File: config.mk
export PLATFORM = sky130hd
export DESIGN_NAME = uart_rx_fifo
export DESIGN_NICKNAME = d
export VERILOG_FILES = /design/src/rtl/uart_rx_fifo.sv
export SDC_FILE = /design/constraint.sdc
export NUM_CORES = 1
export LEC_CHECK = 0
export CAP_MARGIN = 20
export CORE_ASPECT_RATIO = 0.7
export CORE_MARGIN = 3
export CORE_UTILIZATION = 35
export CTS_CLUSTER_DIAMETER = 30
export DETAILED_ROUTE_END_ITERATION = 6
export DONT_BUFFER_PORTS = 1
export SYNTH_ARGS = -nofsm -noshare
export SYNTH_HDL_FRONTEND = slang
export SYNTH_SLANG_ARGS = --single-unit
File: constraint.sdc
create_clock -name clki -period 3.9 [get_ports clki]
set_clock_uncertainty 0.05 [all_clocks]
set_input_delay 0.78 -clock clki [delete_from_list [all_inputs] [get_ports clki]]
set_output_delay 0.78 -clock clki [all_outputs]
set_load 0.05 [all_outputs]
File: src/rtl/uart_rx_fifo.sv
// uart_rx_fifo
// Receive buffer between the UART receiver and the CPU I/O decoder. Each new
// byte flagged by the UART is captured, acknowledged with a one-cycle pulse
// and queued; the CPU drains the queue through its data-register read strobe.
//
// Ports:
//   clki      system clock
//   rst       asynchronous active-high reset
//   rx_data   byte from the UART receiver, valid while rx_new is high
//   rx_new    UART "byte available" level flag
//   rx_ack    one-cycle pulse back to the UART that clears rx_new
//   bus_rd    CPU read strobe for the data register (level, many clki long)
//   bus_clr   one-cycle pulse clearing the overflow flag
//   data_out  byte at the FIFO head, 0 when empty
//   empty     FIFO holds no entries
//   full      FIFO holds DEPTH entries
//   count     number of stored entries, 0..DEPTH
//   overflow  sticky: a byte was dropped because the FIFO was full
module uart_rx_fifo #(
    parameter int DEPTH = 16,
    parameter int AW    = 4
) (
    input  logic          clki,
    input  logic          rst,
    input  logic [7:0]    rx_data,
    input  logic          rx_new,
    output logic          rx_ack,
    input  logic          bus_rd,
    input  logic          bus_clr,
    output logic [7:0]    data_out,
    output logic          empty,
    output logic          full,
    output logic [AW:0]   count,
    output logic          overflow
);

    localparam logic [AW:0] FULL_CNT = (AW+1)'(DEPTH);

    logic [7:0]    mem [DEPTH];
    logic [AW-1:0] wp;
    logic [AW-1:0] rp;
    logic          rx_new_q;
    logic          bus_rd_q;

    logic push_req;
    logic pop_req;
    logic do_push;
    logic do_pop;
    logic drop;

    // Both strobes are levels held far longer than a clki cycle; only their
    // rising edge counts as a request.
    assign push_req = rx_new & ~rx_new_q;
    assign pop_req  = bus_rd & ~bus_rd_q;

    assign empty = (count == '0);
    assign full  = (count == FULL_CNT);

    assign do_pop  = pop_req & ~empty;
    // A pop on the same edge frees the slot, so a push into a full FIFO
    // is still accepted in that case.
    assign do_push = push_req & (~full | do_pop);
    assign drop    = push_req & ~do_push;

    assign data_out = empty ? 8'h00 : mem[rp];

    always_ff @(posedge clki) begin
        if (do_push) begin
            mem[wp] <= rx_data;
        end
    end

    always_ff @(posedge clki or posedge rst) begin
        if (rst) begin
            wp       <= '0;
            rp       <= '0;
            count    <= '0;
            rx_new_q <= 1'b0;
            bus_rd_q <= 1'b0;
            rx_ack   <= 1'b0;
            overflow <= 1'b0;
        end else begin
            rx_new_q <= rx_new;
            bus_rd_q <= bus_rd;
            // Acknowledge every request, dropped or not, so the UART never stalls.
            rx_ack   <= push_req;

            if (do_push) begin
                wp <= wp + AW'(1);
            end
            if (do_pop) begin
                rp <= rp + AW'(1);
            end

            if (do_push && !do_pop) begin
                count <= count + (AW+1)'(1);
            end else if (do_pop && !do_push) begin
                count <= count - (AW+1)'(1);
            end

            if (drop) begin
                overflow <= 1'b1;
            end else if (bus_clr) begin
                overflow <= 1'b0;
            end
        end
    end

endmodule

==> impl_metrics.tcl, run 1 <==
set metrics [dict create \
    htreeDepth 4 \
    critPathCaptureType "output pin" \
    postRouteAntennaNets 0 \
    finalCriticalPeriod_ns 3.448 \
    die_y_um 115.6 \
    synth_top_family_by_area "multiplexers" \
    cp_data_required_time_ns 3.07 \
    rsz0062_at_grt "false" \
    cts.path.max_buffers 2 \
    regToRegSetupSlack_ns 0.48 \
    final.period_utilization_pct 88.42 \
    synth_edf_count 128 \
    cts_setup_buffers 0 \
    grt_use_total_pct 13.15 \
    dr.pass1.iters 4 \
    crit_arrival_ns 2.62 \
    setup_tns_ns 0 \
    p_int_uw 3475 \
    slew_headroom_pct 41.87 \
    synth.area.mux_share_pct 14.46 \
    cts_buffers 17 \
    hold_class "input port to async pin" \
    io_pins 30 \
    nets 343 \
    antenna_found_initial 0 \
    vias 2848 \
    yosysTopAreaCell "edfxtp_1" \
    place_congestion 0.7545 \
    cpLargestDelayFamily "flip-flops" \
    place_inst 526 \
    vdd_drop_max_uv 506.8 \
    syn_nets 327 \
    n_antenna_cell 0 \
    port_buffers 0 \
    cpMostUsedCell "buf_4" \
    finalSetupViolCount 0 \
    fin_hold_ws_ns 0.2846 \
    synth_flop_cell "edfxtp_1" \
    drc_errors 0 \
    power_leakage_uw 0.002336 \
    tightest_slew_ns 0.8719 \
    cap_viol_max_count 0 \
    ys_seq_area_share_pct 71.07 \
    clk_pin_slew_ns 0.06 \
    pwr-share-comb_pct 32.8 \
    hold_violations 0 \
    syn-cell-area_um2 6007 \
    grt_pass1_wl_um 17820 \
    cts_root_buf "clkbuf_16" \
    yosys_warnings 0 \
    crit_slowest_cell "dfrtp_1" \
    outcome "complete, no violations" \
    async_flop_share_pct 11.72 \
    p_sw_share_pct 35.64 \
    maxSlewViolCount 0 \
    routed_via_density 5.104 \
    core-area_um2 16540 \
    post_cts_resized 0 \
    cp_slowest_stage_delay_ns 0.68 \
    synth_cell_types 38 \
    crit_path_start_kind "flip-flop" \
    crit_type "flip-flop to output pin" \
    wire_per_inst_um 20.50 \
    initial_core_util_pct 36.31 \
    p_sw_uw 1924 \
    synth_top_area_share_pct 63.99 \
    finalNonFillerCells 558 \
    cp_max_fo 17 \
    drtIter0Drc 225 \
    first_global_vias 3077 \
    clock-sinks 145 \
    gr-total-overflow 0 \
    max_freq_mhz 290.0 \
    cts_tree "yes" \
    synth.most_common_cell "edfxtp_1" \
    syn_avg_cell_area_um2 19.76 \
    layout-drive-gt1-share_pct 23.72 \
    die_area_um2 18800 \
    postCtsHoldBufs 0 \
    worstPathBufferInverterCount 2 \
    pwr-share-seq_pct 38.2 \
    yosys-top-cells-count "edfxtp_1, mux4_2, dfrtp_1" \
    yosys.area_share.simple_pct 4.562 \
    synth_xor_area_share_pct 1.312 \
    die_w_um 162.6 \
    synthAdderAreaFrac_pct 2.208 \
    drt-total-wl_um 11440 \
    area_delta_synth_final_pct 15.00 \
    grt_max_degree 34 \
    powerDensity_nw_per_um2 781.7 \
    synth-seq-cells 145 \
    final_core_util_pct 41.76 \
    clock_latency_ns 0.41 \
    dp_hpwl_um 7221 \
    clockPowerShare_pct 29.0 \
    cp_cell_sequence "buf_4, mux4_1, nor2b_1, a211oi_1, a211oi_2, buf_4" \
    synth_cells 304 \
    rows 39 \
    synth_compound_area_share_pct 3.666 \
    synth.area.top_cells "edfxtp_1, mux4_2, dfrtp_1" \
]
==> placed cells by master (no fill, tap or decap), types with 4 or more instances in the layout <==
cell,n
a211oi_1,8
and4_1,4
and4b_1,4
a21oi_1,4
ha_1,9
clkbuf_16,17
mux4_1,12
nand2_1,5
edfxtp_1,128
a211oi_2,8
and3_1,6
inv_6,5
mux2i_1,8
mux4_2,20
and2_1,4
dfrtp_1,17
nor2b_1,9
xnor2_1,7
inv_1,8
buf_4,13
==> cell type report <==
cell class              count  area, µm²
inverters                   8      30.03
fillers                  1444       9634
well taps                 225      281.5
repair buffers             15      137.6
flip-flops and latches    145       4269
clock buffers              17      425.4
multi-input cells         133       1614
clock inverters            15      150.1
==> power by group through the flow <==
stage	registers [µW]	clock network (µW)	logic, µW
6_report	2060	1560	1770
4_1_cts	2060	1600	1800
3_5_place_dp	2100	0	1800
5_1_grt	2090	1670	1900
2_1_floorplan	2030	0	1380
3_3_place_gp	2090	0	1780
==> state kept, by name (all words and copies together) (netlist names) <==
name / flops
rx_new_q: 1
mem: 128
bus_rd_q: 1
rx_ack: 1
overflow: 1
wp: 4
count: 5
rp: 4
==> metrics by stage <==
stage | cell area [µm²] | setup WS, ns | power [µW]
floorplan | 6007 | 0.5797 | 3413
global placement | 6332 | 0.5966 | 3867
detailed placement | 6332 | 0.4731 | 3895
CTS | 6908 | 0.4366 | 5467
global route | 6908 | 0.2316 | 5654
finish | 6908 | 0.4516 | 5400
==> cell families after synthesis <==
group	Yosys count
simple gates	42
mux	42
xor+xnor	9
compound gates	30
fa+ha+maj	10
flops	145
buf+inv	26
==> worst paths after layout <==
path,from,endpoint,cells past startpoint
worst max-delay path,rp[3],data_out[0],6
worst min-delay path,rst,rx_new_q,1
worst max register to register,count[1],count[4],10
worst min register to register,rx_new_q,rx_ack,1
max in group asynchronous,rst,count[1],1
min in group clki,rx_new,rx_new_q,0
==> routing by layer <==
layer  up-vias  wire, µm  GRT usage (%)
met3        12       796          4.645
met1      1483      5286          17.86
met4         0       142          4.732
met5         -         0              0
met2        70      5214          19.83
li1       1283         -              -
(Power assumes the default switching activity.)
==> run 2, diff against run 1 <==
- CORE_ASPECT_RATIO: 0.7 -> 1.1
==> run 2 against run 1 <==
Against the previous run: hold slack got worse by 0.0024 ns; worst setup slack got worse by 0.040 ns; critical path depth decreased by 1.
==> impl_metrics.tcl, run 2 (same netlist as run 1, synthesis figures left out) <==
set metrics [dict create \
    cap_viol_max_count 0 \
    p_sw_share_pct 34.30 \
    rows 49 \
    layout-drive-gt1-share_pct 24.11 \
    gr-total-overflow 0 \
    finalSetupViolCount 0 \
    reg_top3 "mem (128), count (5)" \
    core-area_um2 16610 \
    cpLargestDelayFamily "compound AO/OA/AOI/OAI gates" \
    power_leakage_uw 0.002364 \
    crit_slowest_cell "dfrtp_1" \
    cts_setup_buffers 0 \
    post_cts_resized 0 \
    crit_path_start_kind "flip-flop" \
    postCtsHoldBufs 0 \
    crit_arrival_ns 2.66 \
    regArea_um2 4269 \
    htreeDepth 4 \
    wire_per_inst_um 20.28 \
    grt_use_total_pct 13.29 \
    postRouteAntennaNets 0 \
    placed_area_um2 6360 \
    die_w_um 130.9 \
    die_area_um2 18770 \
    grt_max_degree 33 \
    fill_cells 1447 \
    tightest_slew_ns 0.6935 \
    port_buffers 0 \
    setup_tns_ns 0 \
    p_sw_uw 1884 \
    place_congestion 0.7795 \
    grt_pass1_wl_um 17570 \
    drc_errors 0 \
    area_delta_synth_final_pct 15.93 \
    fin_area_um2 6964 \
    final_cell_mix "edfxtp_1, mux4_2, dfrtp_1, clkbuf_16, buf_4" \
    antenna_found_initial 0 \
    final_common_cell "edfxtp_1" \
    pwr-share-comb_pct 33.9 \
    slew_headroom_pct 53.76 \
    routed_via_density 5.027 \
    drtIter0Drc 341 \
    top_layer "met4" \
    critPathCaptureType "output pin" \
    cp_data_required_time_ns 3.07 \
    hold_class "input port to async pin" \
    finalCriticalPeriod_ns 3.488 \
    top_register "mem" \
    clk_pin_slew_ns 0.06 \
    multi_input_area_um2 1614 \
    maxSlewViolCount 0 \
    drt-total-wl_um 11460 \
    vdd_drop_max_uv 449.2 \
    cts_tree "yes" \
    dp_hpwl_um 7028 \
    first_global_vias 2961 \
    hold_violations 0 \
    clockPowerShare_pct 29.9 \
    rsz0062_at_grt "false" \
    vias 2840 \
    worstPathBufferInverterCount 2 \
    max_freq_mhz 286.7 \
    io_pins 30 \
    pwr-share-seq_pct 36.3 \
    die_y_um 143.4 \
    clock-sinks 145 \
    cts_root_buf "clkbuf_16" \
    dr_wl_met3_um 532 \
    cp_max_fo 18 \
    dr.pass1.iters 4 \
    cp_slowest_stage_delay_ns 0.60 \
    crit_type "flip-flop to output pin" \
    final.period_utilization_pct 89.44 \
    n_antenna_cell 0 \
    outcome "complete, no violations" \
    clock_latency_ns 0.42 \
    cts.path.max_buffers 2 \
    powerDensity_nw_per_um2 788.9 \
    cts_buffers 17 \
    p_int_uw 3610 \
    cp_cell_sequence "buf_12, mux4_1, a211oi_1, a211oi_2, buf_4" \
    nets 346 \
    initial_core_util_pct 36.15 \
    wl_met1_um 5122 \
    wl_met2_um 5569 \
    largest_register_ffs 128 \
]
[run 2: cell types whose count changed in the layout (fill, tap and decap cells not counted), sizes merged]
cell    previous run  this run
bufinv             1         3
inv               15        13
buf               15        18
[run 2: worst reg2reg max path, cell delays in order, from the launching register on]
cell and delay, ns:
dfrtp_1 0.59, nor4_2 0.50, a21oi_1 0.24, inv_1 0.09, ha_1 0.19, inv_1 0.13, fa_1 0.42, a21o_1 0.23
a2111oi_0 0.45, a31oi_1 0.08, a221o_1 0.32
[run 2: power by group through the flow]
stage,Clock [µW],Sequential (µW),Combinational (µW)
2_1_floorplan,0,2030,1380
3_3_place_gp,0,2020,1880
3_5_place_dp,0,2020,1890
4_1_cts,1670,1990,1900
5_1_grt,1740,2010,2000
6_report,1640,1990,1860
[run 2: metal layers]
layer	GRT usage [%]	up-vias
met5	0	-
met4	5.198	0
met3	4.684	16
met2	19.91	82
met1	17.82	1447
li1	-	1295
[run 2: final timing paths]
path,start,to,slack [ns],cells after the start
min in group clki,bus_rd,bus_rd_q,0.34,0
worst max register to register,count[2],count[4],0.49,10
max in group asynchronous,rst,rp[3],3.11,1
worst min register to register,rx_new_q,rx_ack,0.41,1
worst min-delay path,rst,count[2],0.28,1
worst max-delay path,rp[1],data_out[2],0.41,5
[run 2: cell type report]
class                      count  area share (%)
sequential                   145           61.30
multi-input combinational    133           23.18
clock buffer                  17           6.109
tap                          229           4.114
clock inverter                15           2.569
timing repair buffer          18           2.300
inverter                       8          0.4312
[run 2: through the flow]
| stage | utilization [%] | worst slack [ns] | total power [µW] | cells | hold slack (ns) |
|---|---|---|---|---|---|
| 6_report | 41.92 | 0.4119 | 5494 | 565 | 0.2822 |
| 5_1_grt | 41.92 | 0.1730 | 5753 | 565 | 0.3128 |
| 4_1_cts | 41.92 | 0.3699 | 5563 | 565 | 0.3081 |
| 3_5_place_dp | 38.28 | 0.5576 | 3914 | 533 | 0.4124 |
| 3_3_place_gp | 38.28 | 0.6143 | 3896 | 533 | 0.4116 |
| 2_1_floorplan | - | 0.5797 | 3413 | 304 | 0.3808 |
